<file path="config.mk">
export PLATFORM = sky130hd
export DESIGN_NAME = id_ex_operand_stage
export DESIGN_NICKNAME = d
export VERILOG_FILES = /design/src/rtl/mips_pkg.sv /design/src/rtl/id_ex_operand_stage_fwd_select.sv /design/src/rtl/id_ex_operand_stage.sv
export SDC_FILE = /design/constraint.sdc
export NUM_CORES = 1
export LEC_CHECK = 0
export ABC_CLOCK_PERIOD_IN_PS = 5300
export BUFFER_PORTS_ARGS = -buffer_cell sky130_fd_sc_hd__buf_2
export CORE_AREA = 3 3 119 121
export DETAILED_ROUTE_END_ITERATION = 8
export DIE_AREA = 0 0 122 124
export PLACE_DENSITY = 0.78
export SLEW_MARGIN = 20
export SYNTH_ARGS = -nofsm -noshare
export SYNTH_HDL_FRONTEND = slang
export SYNTH_SLANG_ARGS = --single-unit
</file>
<file path="constraint.sdc">
create_clock -name clk -period 5.3 [get_ports clk]
set_clock_uncertainty 0.15 [all_clocks]
set_input_delay 0.265 -clock clk [delete_from_list [all_inputs] [get_ports clk]]
set_output_delay 0.265 -clock clk [all_outputs]
set_load 0.1 [all_outputs]
</file>
<file path="src/rtl/mips_pkg.sv">
// Shared encodings and default widths for the MIPS core datapath.
package mips_pkg;

    localparam int unsigned DEF_DATA_W  = 32;
    localparam int unsigned DEF_RADDR_W = 5;

    typedef enum logic [2:0] {
        ALU_AND = 3'b000,
        ALU_OR  = 3'b001,
        ALU_ADD = 3'b010,
        ALU_SUB = 3'b100,
        ALU_MUL = 3'b101,
        ALU_SLT = 3'b110
    } alu_op_e;

    typedef enum logic [1:0] {
        FWD_RF  = 2'b00,
        FWD_WB  = 2'b01,
        FWD_MEM = 2'b10
    } fwd_sel_e;

endpackage

</file>
<file path="src/rtl/id_ex_operand_stage_fwd_select.sv">
// Forwarding compare and 3:1 operand mux for a single EX source register.
module fwd_select import mips_pkg::*; #(
    parameter int unsigned DATA_W  = DEF_DATA_W,
    parameter int unsigned RADDR_W = DEF_RADDR_W
) (
    input  logic [RADDR_W-1:0] src_reg,
    input  logic [DATA_W-1:0]  rf_data,
    input  logic               m_reg_write,
    input  logic [RADDR_W-1:0] m_write_reg,
    input  logic [DATA_W-1:0]  m_result,
    input  logic               w_reg_write,
    input  logic [RADDR_W-1:0] w_write_reg,
    input  logic [DATA_W-1:0]  w_result,
    output logic [DATA_W-1:0]  operand
);

    fwd_sel_e sel;

    // MEM is the younger producer, so it wins over WB; r0 is hard-wired zero.
    always_comb begin
        sel = FWD_RF;
        if (m_reg_write && (m_write_reg != '0) && (m_write_reg == src_reg))
            sel = FWD_MEM;
        else if (w_reg_write && (w_write_reg != '0) && (w_write_reg == src_reg))
            sel = FWD_WB;
    end

    always_comb begin
        case (sel)
            FWD_MEM: operand = m_result;
            FWD_WB:  operand = w_result;
            default: operand = rf_data;
        endcase
    end

endmodule

</file>
<file path="src/rtl/id_ex_operand_stage.sv">
// ID/EX pipeline register with load-use stall detection and MEM/WB operand forwarding.
module id_ex_operand_stage import mips_pkg::*; #(
    parameter int unsigned DATA_W  = DEF_DATA_W,
    parameter int unsigned RADDR_W = DEF_RADDR_W
) (
    input  logic               clk,
    input  logic               reset,
    input  logic [DATA_W-1:0]  ID_RD1,
    input  logic [DATA_W-1:0]  ID_RD2,
    input  logic [DATA_W-1:0]  ID_SignImm,
    input  logic [RADDR_W-1:0] ID_Rs,
    input  logic [RADDR_W-1:0] ID_Rt,
    input  logic [RADDR_W-1:0] ID_Rd,
    input  logic               ID_RegWrite,
    input  logic               ID_MemtoReg,
    input  logic               ID_MemWrite,
    input  logic               ID_ALUSrc,
    input  logic               ID_RegDst,
    input  logic [2:0]         ID_ALUControl,
    input  logic               FlushE,
    input  logic               M_RegWrite,
    input  logic [RADDR_W-1:0] M_WriteReg,
    input  logic [DATA_W-1:0]  M_ALUResult,
    input  logic               W_RegWrite,
    input  logic [RADDR_W-1:0] W_WriteReg,
    input  logic [DATA_W-1:0]  W_Result,
    output logic [DATA_W-1:0]  SrcA,
    output logic [DATA_W-1:0]  SrcB,
    output logic [2:0]         ALUControl,
    output logic [DATA_W-1:0]  E_WriteData,
    output logic [RADDR_W-1:0] E_WriteReg,
    output logic               E_RegWrite,
    output logic               E_MemtoReg,
    output logic               E_MemWrite,
    output logic               E_Valid,
    output logic               StallD
);

    typedef struct packed {
        logic               valid;
        logic               reg_write;
        logic               memto_reg;
        logic               mem_write;
        logic               alu_src;
        logic               reg_dst;
        logic [2:0]         alu_control;
        logic [RADDR_W-1:0] rs;
        logic [RADDR_W-1:0] rt;
        logic [RADDR_W-1:0] rd;
        logic [DATA_W-1:0]  rd1;
        logic [DATA_W-1:0]  rd2;
        logic [DATA_W-1:0]  sign_imm;
    } ex_reg_t;

    ex_reg_t ex;
    ex_reg_t id_bundle;
    logic [DATA_W-1:0] fwd_rs;
    logic [DATA_W-1:0] fwd_rt;

    always_comb begin
        id_bundle             = '0;
        id_bundle.valid       = 1'b1;
        id_bundle.reg_write   = ID_RegWrite;
        id_bundle.memto_reg   = ID_MemtoReg;
        id_bundle.mem_write   = ID_MemWrite;
        id_bundle.alu_src     = ID_ALUSrc;
        id_bundle.reg_dst     = ID_RegDst;
        id_bundle.alu_control = ID_ALUControl;
        id_bundle.rs          = ID_Rs;
        id_bundle.rt          = ID_Rt;
        id_bundle.rd          = ID_Rd;
        id_bundle.rd1         = ID_RD1;
        id_bundle.rd2         = ID_RD2;
        id_bundle.sign_imm    = ID_SignImm;
    end

    assign E_WriteReg = ex.reg_dst ? ex.rd : ex.rt;

    // A load in EX whose result is needed by the decode instruction cannot be forwarded in time.
    assign StallD = ex.valid && ex.memto_reg && ex.reg_write && (E_WriteReg != '0) &&
                    ((E_WriteReg == ID_Rs) || (E_WriteReg == ID_Rt));

    // Flush and load-use both clear the whole register, so their overlap is still a single bubble.
    always_ff @(posedge clk or posedge reset) begin
        if (reset)
            ex <= '0;
        else if (FlushE || StallD)
            ex <= '0;
        else
            ex <= id_bundle;
    end

    fwd_select #(.DATA_W(DATA_W), .RADDR_W(RADDR_W)) u_fwd_rs (
        .src_reg     (ex.rs),
        .rf_data     (ex.rd1),
        .m_reg_write (M_RegWrite),
        .m_write_reg (M_WriteReg),
        .m_result    (M_ALUResult),
        .w_reg_write (W_RegWrite),
        .w_write_reg (W_WriteReg),
        .w_result    (W_Result),
        .operand     (fwd_rs)
    );

    fwd_select #(.DATA_W(DATA_W), .RADDR_W(RADDR_W)) u_fwd_rt (
        .src_reg     (ex.rt),
        .rf_data     (ex.rd2),
        .m_reg_write (M_RegWrite),
        .m_write_reg (M_WriteReg),
        .m_result    (M_ALUResult),
        .w_reg_write (W_RegWrite),
        .w_write_reg (W_WriteReg),
        .w_result    (W_Result),
        .operand     (fwd_rt)
    );

    assign SrcA        = fwd_rs;
    assign SrcB        = ex.alu_src ? ex.sign_imm : fwd_rt;
    assign E_WriteData = fwd_rt;
    assign ALUControl  = ex.alu_control;
    assign E_RegWrite  = ex.reg_write;
    assign E_MemtoReg  = ex.memto_reg;
    assign E_MemWrite  = ex.mem_write;
    assign E_Valid     = ex.valid;

endmodule

</file>
==> out/results.ini, run 1 <==
[outcome]
status = finished, final reports clean

[logic_synthesis]
ys_seq_area_share_pct = 48.6
syn_nets = 816
synth_edf_count = 0
ys_dominant_reg_cell = dfrtp_1
synth_cells = 618
synth.distinct_cells = 25
ys_ff_latch = 120
syn_area_sq_um = 6180
synthArstFlopShare_pct = 100
syn_avg_cell_area_sq_um = 10.0
ys_warn_count = 0

[setup_path]
startpoint = ex[101]
cp_top_family = simple AND/OR/NAND/NOR gates
start_kind = flip-flop
worst_setup_path_end_kind = output port
path_cells = xor2_1, nor3_1, and3_1, buf_4, nand2_1, a31oi_1, mux2_2, buf_2
crit_buf_inv = 2
critPathArrivalTime_ps = 3240
critPathKind = flip-flop to output port
required_ps = 4890
critPathMaxFanout = 18
max_stage_delay_ps = 630
crit_slowest_cell = and3_1
r2r_start = ex[114]

[place]
place_ws_ps = 1710
dp.final_hpwl_mm = 13.6
io_buffers = 306
place_congestion = 0.956

[floorplan]
start_util_pct = 46.8
fp-row-count = 42
io_pins = 307
die_h_um = 124
core_sq_um = 13200
die_w_um = 122
die-area_sq_um = 15100

[route]
route.top_layer_used = met4
avgViaCountPerCell = 5.37
routed-wl-met3_mm = 1.91
ant_nets = 0
wl_met1_mm = 8.07
avgRoutedWirePerCell_um = 18.7
remaining_drc_errors = 0
vias = 6458
dr_wl_met2_mm = 11.6
drtPass1Iterations = 4
drtIter0Drc = 590
wl_mm = 22.4

[sta]
tightest_slew_ps = 946
hold_violations = 0
finalCritPeriodShare_pct = 69.0
relSlewSlack_pct = 36.9
setup_violations = 0
rsz0062_at_grt = no
setup_ws_ps = 1640
max_clock_freq_mhz = 273
min_period_ps = 3660
drv_slew = 0
fin_tns_setup_ps = 0

[pwr]
internal-power_mw = 2.01
seq_power_share_pct = 32.0
p_switching_mw = 1.08
power.share.clock_pct = 38.7
swShare_pct = 34.9
ir_worst_vdd_v = 0.000220
leakage_nw = 4.54
p_per_area_nw_per_um2 = 323
p_comb_share_pct = 29.3

[finish]
fin_nets = 1211
multiInputGateArea_sq_um = 2900
n_fill_cell = 893
regArea_sq_um = 3000
syn2layout_area_growth_pct = 54.7
drive_above_1_share_pct = 37.2

[clock_tree]
clk_path_buf_depth = 2
clk_pin_slew_ps = 50
cts_buffers = 17
cts.sinks = 120
cts_tree = built
cts_root_buf = clkbuf_16
worstSkewPairLatency_ps = 410
post_cts_buffers = 0
h-tree-depth = 4

[global_routing]
grt_overflow = 0
grt_pass1_vias = 6719
antenna_found_initial = 1
grt_max_degree = 121
grtUsageTotal_pct = 29.1
grt_pass1_wl_mm = 33.9

[worst_hold_path]
min_path_type = input port to flip-flop
hp-start = FlushE

[run]
maxCapViolations = 0

power groups by stage:
| stage | clock (mW) | combinational (mW) | sequential [mW] |
|---|---|---|---|
| floorplan | 0 | 0.639 | 1.00 |
| global placement | 0 | 0.815 | 1.00 |
| detailed placement | 0 | 0.820 | 1.00 |
| CTS | 1.21 | 0.892 | 0.988 |
| global route | 1.25 | 0.941 | 0.993 |
| finish | 1.19 | 0.904 | 0.989 |
cells by family (layout without fill, tap and decap cells):
family,Yosys count,after routing,synth area share [%]
flops,120,120,48.6
xor+xnor,29,29,4.11
buf+inv,62,469,4.88
simple gates,270,270,24.2
other cells,0,1,0
mux,69,69,11.9
compound gates,68,68,6.32
registers in the layout (all words and copies together) (netlist names):
name / flops
E_MemWrite: 1
E_RegWrite: 1
ex: 113
E_Valid: 1
E_MemtoReg: 1
ALUControl: 3
timing repair:
item	CTS	global route
hold endpoints to repair	194	0
resized for setup	0	0
hold buffers	120	0
worst paths after layout:
check	slack (ps)	to	depth (start not counted)
max in group asynchronous	3340	ex[115]	4
worst min-delay path	320	ex[73]	2
worst min register to register	950	E_Valid	4
worst max-delay path	1640	SrcB[1]	8
min in group asynchronous	470	ex[8]	3
worst max register to register	2270	ex[51]	7
final cells by class:
type	count	share of cell area, %
clock buffers	22	4.86
multi-input cells	436	30.3
inverters	5	0.223
clock inverters	9	1.54
well taps	176	2.30
diodes	1	0.0262
flip-flops and latches	120	31.4
repair buffers	433	29.3
stage by stage:
step                power [mW]  hold slack [ps]  utilization, %  cells  cell area [sq um]
detailed placement        1.82              378            58.7   1050               7740
floorplan                 1.64              273               -    618               6180
finish                    3.09              323            72.5   1202               9560
global route              3.19              347            72.5   1202               9560
global placement          1.82              374            58.7   1050               7740
CTS                       3.09              304            72.4   1201               9550
Yosys cell counts (2+ instances only):
cell / n / share of area (%)
a31oi_1: 32 / 3.2
buf_2: 16 / 1.3
buf_4: 13 / 1.6
clkbuf_1: 27 / 1.6
dfrtp_1: 120 / 49
inv_1: 5 / 0.30
mux2_2: 34 / 6.2
mux2i_1: 35 / 5.7
nand2_1: 97 / 5.9
nand3_1: 5 / 0.40
nor2_1: 36 / 2.2
nor3_1: 6 / 0.49
nor3b_1: 118 / 14
nor4_1: 2 / 0.20
o21ai_0: 33 / 2.7
or4_1: 3 / 0.36
xnor2_1: 18 / 2.6
xor2_1: 11 / 1.6
cell usage in the layout (no fill, tap or decap), types with 32 or more instances in the layout:
cell type / count
nand2_1: 97
dfrtp_1: 119
buf_2: 305
o21ai_0: 33
nor3b_1: 118
mux2i_1: 35
a31oi_1: 32
mux2_2: 34
dlygate4sd3_1: 120
nor2_1: 36
per-layer routing:
layer  global-route usage, %  vias to the layer above
li1                        -                     2929
met1                    32.7                     3114
met2                    51.3                      347
met3                    7.67                       68
met4                    14.3                        0
met5                       0                        -
No activity file was read; power rests on OpenSTA's default activity.
==> inputs of run 2 (changes only) <==
Settings changed: ABC_AREA set to 1, ABC_CLOCK_PERIOD_IN_PS 5300 to 3500, CORE_AREA 3 3 119 121 to not set, CORE_MARGIN set to 3, CORE_UTILIZATION set to 47, DIE_AREA 0 0 122 124 to not set.
Clock period 5.3 ns to 3.5 ns, I/O delays scaled along.
==> run 2 against run 1 <==
  * Sequential share of layout area down 2.9 points
  * Via count rose by 23%
  * Combinational power is 74% higher
  * Final cell count increased by 25%
  * Core utilization is 5.8 points higher
  * Power grew 56%
  * Non-clock buffer count up 10
  * Worst hold slack worse by 130 ps
  * Critical path depth is 4 higher
  * Routed wire length increased by 28%
  * Final area is 10% higher
  * Largest cell class is now non-clock buffers
==> out/results.ini, run 2 <==
[sta]
drv_slew = 0
rsz0062_at_grt = no
relSlewSlack_pct = 32.8
tightest_slew_ps = 1010
hold_violations = 0
whs_ps = 193
finalCritPeriodShare_pct = 93.1
max_clock_freq_mhz = 307
fin_tns_setup_ps = 0
min_period_ps = 3260
setup_ws_ps = 242
setup_violations = 0

[pwr]
p_switching_mw = 1.78
ir_worst_vdd_v = 0.000431
p_comb_share_pct = 32.6
power.share.clock_pct = 36.4
internal-power_mw = 3.04
p_per_area_nw_per_um2 = 458
swShare_pct = 37.0
seq_power_share_pct = 31.0
leakage_nw = 5.90

[logic_synthesis]
synth_cells = 904
synth.distinct_cells = 27
synth.area.top_cells = dfrtp_1, nand3_1, nand2_1
yosysTopAreaCellShare_pct = 45.7
syn_avg_cell_area_sq_um = 7.27
ys_ff_latch = 120
ys_seq_area_share_pct = 45.7
yosysMostFrequentCell = nand2_1
ys_dominant_reg_cell = dfrtp_1
synth_edf_count = 0
synthArstFlopShare_pct = 100
ys_warn_count = 0
ys_top_cells_by_count = nand2_1, nand3_1, inv_1
yosys.area.top_type = dfrtp_1
syn_nets = 1102
syn_area_sq_um = 6570

[setup_path]
r2r_cells = 10
critPathMostFrequentCell = nand2_1
crit_buf_inv = 3
crit_slowest_cell = nand3_2
r2r_start = ex[114]
required_ps = 3170
cp_top_family = simple AND/OR/NAND/NOR gates
r2r_end = ex[82]
critPathKind = flip-flop to output port
max_stage_delay_ps = 460
path_cells = inv_2, nand2_1, nand2_1, nand2_1, nor2_1, nand3_2, buf_12, nand3_1, nand3_1, nand2_1, nand2_1, buf_2
worst_setup_path_end_kind = output port
critPathArrivalTime_ps = 2930
start_kind = flip-flop
critPathMaxFanout = 39
reg2reg_slack_ps = 850

[finish]
syn2layout_area_growth_pct = 60.2
drive_above_1_share_pct = 30.8
layout_commonest_cell = buf_2
final_cell_mix = buf_2, nand2_1, nand3_1
fin_nets = 1510
final_cell_area_sq_um = 10500
regMostFlops = ex
largest_register_ffs = 113

[place]
io_buffers = 306
dp.final_hpwl_mm = 18.4
placed_area_sq_um = 8710
place_ws_ps = 789
place_congestion = 0.929

[clock_tree]
worstSkewPairLatency_ps = 420
cts.sinks = 120
h-tree-depth = 4
cts_tree = built
post_cts_buffers = 0
clk_pin_slew_ps = 60
cts_buffers = 17
cts_root_buf = clkbuf_16
clk_path_buf_depth = 2

[floorplan]
fp-row-count = 42
core_sq_um = 13500
io_pins = 307
start_util_pct = 48.8
die_h_um = 124
die-area_sq_um = 15400
die_w_um = 124

[route]
drtIter0Drc = 966
wl_mm = 28.6
avgRoutedWirePerCell_um = 19.0
ant_nets = 0
remaining_drc_errors = 0
avgViaCountPerCell = 5.29
vias = 7941
drtPass1Iterations = 6

[global_routing]
antenna_found_initial = 5
grt_overflow = 0
grt_max_degree = 48
grt_pass1_vias = 8179
grtUsageTotal_pct = 35.8
grt_pass1_wl_mm = 43.3

[run]
maxCapViolations = 0

[worst_hold_path]
min_path_type = input port to asynchronous set/reset pin

[outcome]
status = finished, final reports clean

[run 2: cell count changes after synthesis, sizes merged, moves of 9 or more]
cell | before | now
a31oi | 32 | 0
inv | 5 | 144
mux2 | 34 | 0
mux2i | 35 | 0
nand2 | 97 | 215
nand3 | 5 | 200
nor2 | 36 | 136
nor3b | 118 | 0
o21ai | 33 | 11
xnor2 | 18 | 9
[run 2: area by class of cell]
cell class / count / area, sq um
timing repair buffer: 443 / 3430
sequential: 120 / 3000
fill: 912 / 2930
multi-input combinational: 586 / 2730
inverter: 144 / 544
clock buffer: 21 / 460
tap: 176 / 220
clock inverter: 9 / 125
antenna: 3 / 7.51
[run 2: metal layers]
layer,global-route usage [%],vias to the layer above,wire length (um)
met3,10.6,143,2790
met2,58.7,585,13900
met5,0,-,22
met4,21.8,4,1570
li1,-,3579,-
met1,41.2,3630,10300
[run 2: worst max-delay path by stage]
stage / start / endpoint / slack [ps] / cells past startpoint
4_1_cts: ex[102] / SrcB[4] / 300 / 12
3_5_place_dp: ex[102] / SrcB[4] / 790 / 12
6_report: ex[102] / SrcB[6] / 240 / 12
2_1_floorplan: ex[105] / SrcB[0] / 380 / 8
5_1_grt: ex[102] / SrcB[6] / 30 / 12
3_3_place_gp: ex[102] / SrcB[4] / 820 / 12
[run 2: worst reg2reg max path, delay by kind of cell (launching register included)]
family,cells,cell delay (ps)
buf+inv,1,410
compound gates,2,280
simple gates,7,1090
flops,1,590
[run 2: power groups by stage]
stage               clock [mW]  combinational (mW)  sequential (mW)
finish                    1.75                1.57             1.49
global route              1.83                1.63             1.50
CTS                       1.75                1.54             1.49
detailed placement           0                1.43             1.51
global placement             0                1.42             1.51
floorplan                    0               0.991             1.52
[run 2: logic make-up (layout without fill, tap and decap cells)]
logic type,count (synthesis),count (layout),synth area share [%]
other cells,0,3,0
buf+inv,198,617,13.1
flops,120,120,45.7
compound gates,12,12,1.20
simple gates,558,558,37.8
xor+xnor,16,16,2.13
[run 2: per-stage QoR]
step / power [mW] / utilization, % / instances
2_1_floorplan: 2.51 / - / 904
3_3_place_gp: 2.93 / 64.7 / 1348
3_5_place_dp: 2.94 / 64.7 / 1348
4_1_cts: 4.78 / 78.0 / 1498
5_1_grt: 4.96 / 78.2 / 1502
6_report: 4.82 / 78.2 / 1502
[run 2: repair_timing]
action / 4_1_cts / 5_1_grt
hold buffers: 120 / 0
endpoints found under the hold margin: 164 / 0
gates resized for setup: 0 / 0
==> inputs of run 3 (changes only) <==
Settings changed: MAX_ROUTING_LAYER set to met4, TNS_END_PERCENT set to 100.
==> run 3 against run 2 <==
  * Fmax up 0.70%
  * Via count decreased by 1.5%
  * Combinational power is essentially flat
  * Largest cell class unchanged
==> out/results.ini, run 3 (synthesis gave the netlist of run 2 again) <==
[outcome]
status = finished, final reports clean

[sta]
tightest_slew_ps = 954
setup_ws_ps = 264
min_period_ps = 3240
fin_tns_setup_ps = 0
rsz0062_at_grt = no
finalCritPeriodShare_pct = 92.4
relSlewSlack_pct = 36.3
hold_violations = 0
setup_violations = 0
drv_slew = 0
max_clock_freq_mhz = 309

[route]
wl_met1_mm = 10.3
remaining_drc_errors = 0
avgViaCountPerCell = 5.22
drtIter0Drc = 1005
drtPass1Iterations = 6
wl_mm = 28.0
routed-wl-met3_mm = 2.71
route.top_layer_used = met4
ant_nets = 0
avgRoutedWirePerCell_um = 18.7
dr_wl_met2_mm = 13.8
vias = 7824

[pwr]
leakage_nw = 5.87
p_per_area_nw_per_um2 = 456
ir_worst_vdd_v = 0.000359

[floorplan]
start_util_pct = 48.8
die_h_um = 124
die_w_um = 124
die-area_sq_um = 15400
fp-row-count = 42
io_pins = 307
core_sq_um = 13500

[global_routing]
grt_max_degree = 88
antenna_found_initial = 3
grt_pass1_wl_mm = 43.3
grtUsageTotal_pct = 37.0
grt_overflow = 0
grt_pass1_vias = 7978

[run]
maxCapViolations = 0

[clock_tree]
clk_pin_slew_ps = 60
worstSkewPairLatency_ps = 410
cts.sinks = 120
cts_resized = 0
cts_root_buf = clkbuf_16
cts_tree = built
clk_path_buf_depth = 2
cts_buffers = 17
h-tree-depth = 4

[finish]
final_cell_mix = buf_2, nand2_1, nand3_1
syn2layout_area_growth_pct = 59.1
layout_commonest_cell = buf_2
final_cell_area_sq_um = 10400
fin_nets = 1507
drive_above_1_share_pct = 30.7
largest_register_ffs = 113
regMostFlops = ex

[place]
place_ws_ps = 793
dp.final_hpwl_mm = 18.1
placed_area_sq_um = 8670
place_congestion = 0.962
io_buffers = 306

[setup_path]
crit_slowest_cell = dfrtp_1
worst_setup_path_end_kind = output port
max_stage_delay_ps = 450
critPathKind = flip-flop to output port
critPathMaxFanout = 39
required_ps = 3170
path_cells = xor2_1, nor2_1, nand3_2, buf_12, nand3_1, nand3_1, nand2_1, nand2_1, buf_2
cp_top_family = simple AND/OR/NAND/NOR gates
crit_buf_inv = 2
start_kind = flip-flop
critPathArrivalTime_ps = 2910

[worst_hold_path]
min_path_type = input port to flip-flop

==> run 3: cell count changes in the layout (fill, tap and decap cells not counted), sizes merged <==
cell	before	now
clkinvlp	3	1
clkinv	4	7
buf	323	320
bufinv	3	2
clkbuf	21	22
==> run 3: path summary, 6_finish.rpt <==
path / startpoint / to / slack, ps / cells past startpoint
worst min register to register: E_MemtoReg / ex[35] / 960 / 5
worst min-delay path: FlushE / ex[35] / 190 / 4
min in group asynchronous: reset / ex[16] / 310 / 3
max in group asynchronous: reset / ex[61] / 1990 / 4
worst max-delay path: ex[104] / SrcB[9] / 260 / 9
worst max register to register: ex[114] / ex[75] / 800 / 10
==> run 3: report_power, final <==
part	internal (mW)	leakage [nW]	total (mW)	switching, mW
combinational	0.426	4.04	1.56	1.13
sequential	1.46	1.55	1.49	0.0307
clock	1.09	0.289	1.71	0.619
total	2.98	5.87	4.76	1.78
==> run 3: repair_timing <==
action / 4_1_cts / 5_1_grt
hold buffers: 120 / 0
setup buffers: 0 / 0
hold endpoints to repair: 152 / 0
==> run 3: cell type report <==
cell class	instances	area (sq um)
diodes	3	7.51
clock buffers	22	474
clock inverters	9	98.8
fillers	929	3000
inverters	144	544
multi-input cells	586	2730
flip-flops and latches	120	3000
well taps	176	220
repair buffers	440	3370
==> run 3: stage by stage <==
step           instances  power (mW)  hold slack (ps)  util [%]
2_1_floorplan        904        2.51              131         -
3_3_place_gp        1346        2.92              205      64.4
3_5_place_dp        1346        2.93              202      64.4
4_1_cts             1497        4.73              164      77.6
5_1_grt             1500        4.90              197      77.7
6_report            1500        4.76              185      77.7
==> run 3: tightest hold or removal path: stages <==
cell     delay (ps)
buf_2            80
inv_1            50
nand2_4         350
nor2_2           50
==> run 3: routing by layer <==
metal	GRT usage, %	vias to the layer above
met1	43.0	3624
met3	9.11	105
met4	18.1	0
met5	-	-
li1	-	3574
met2	60.1	521
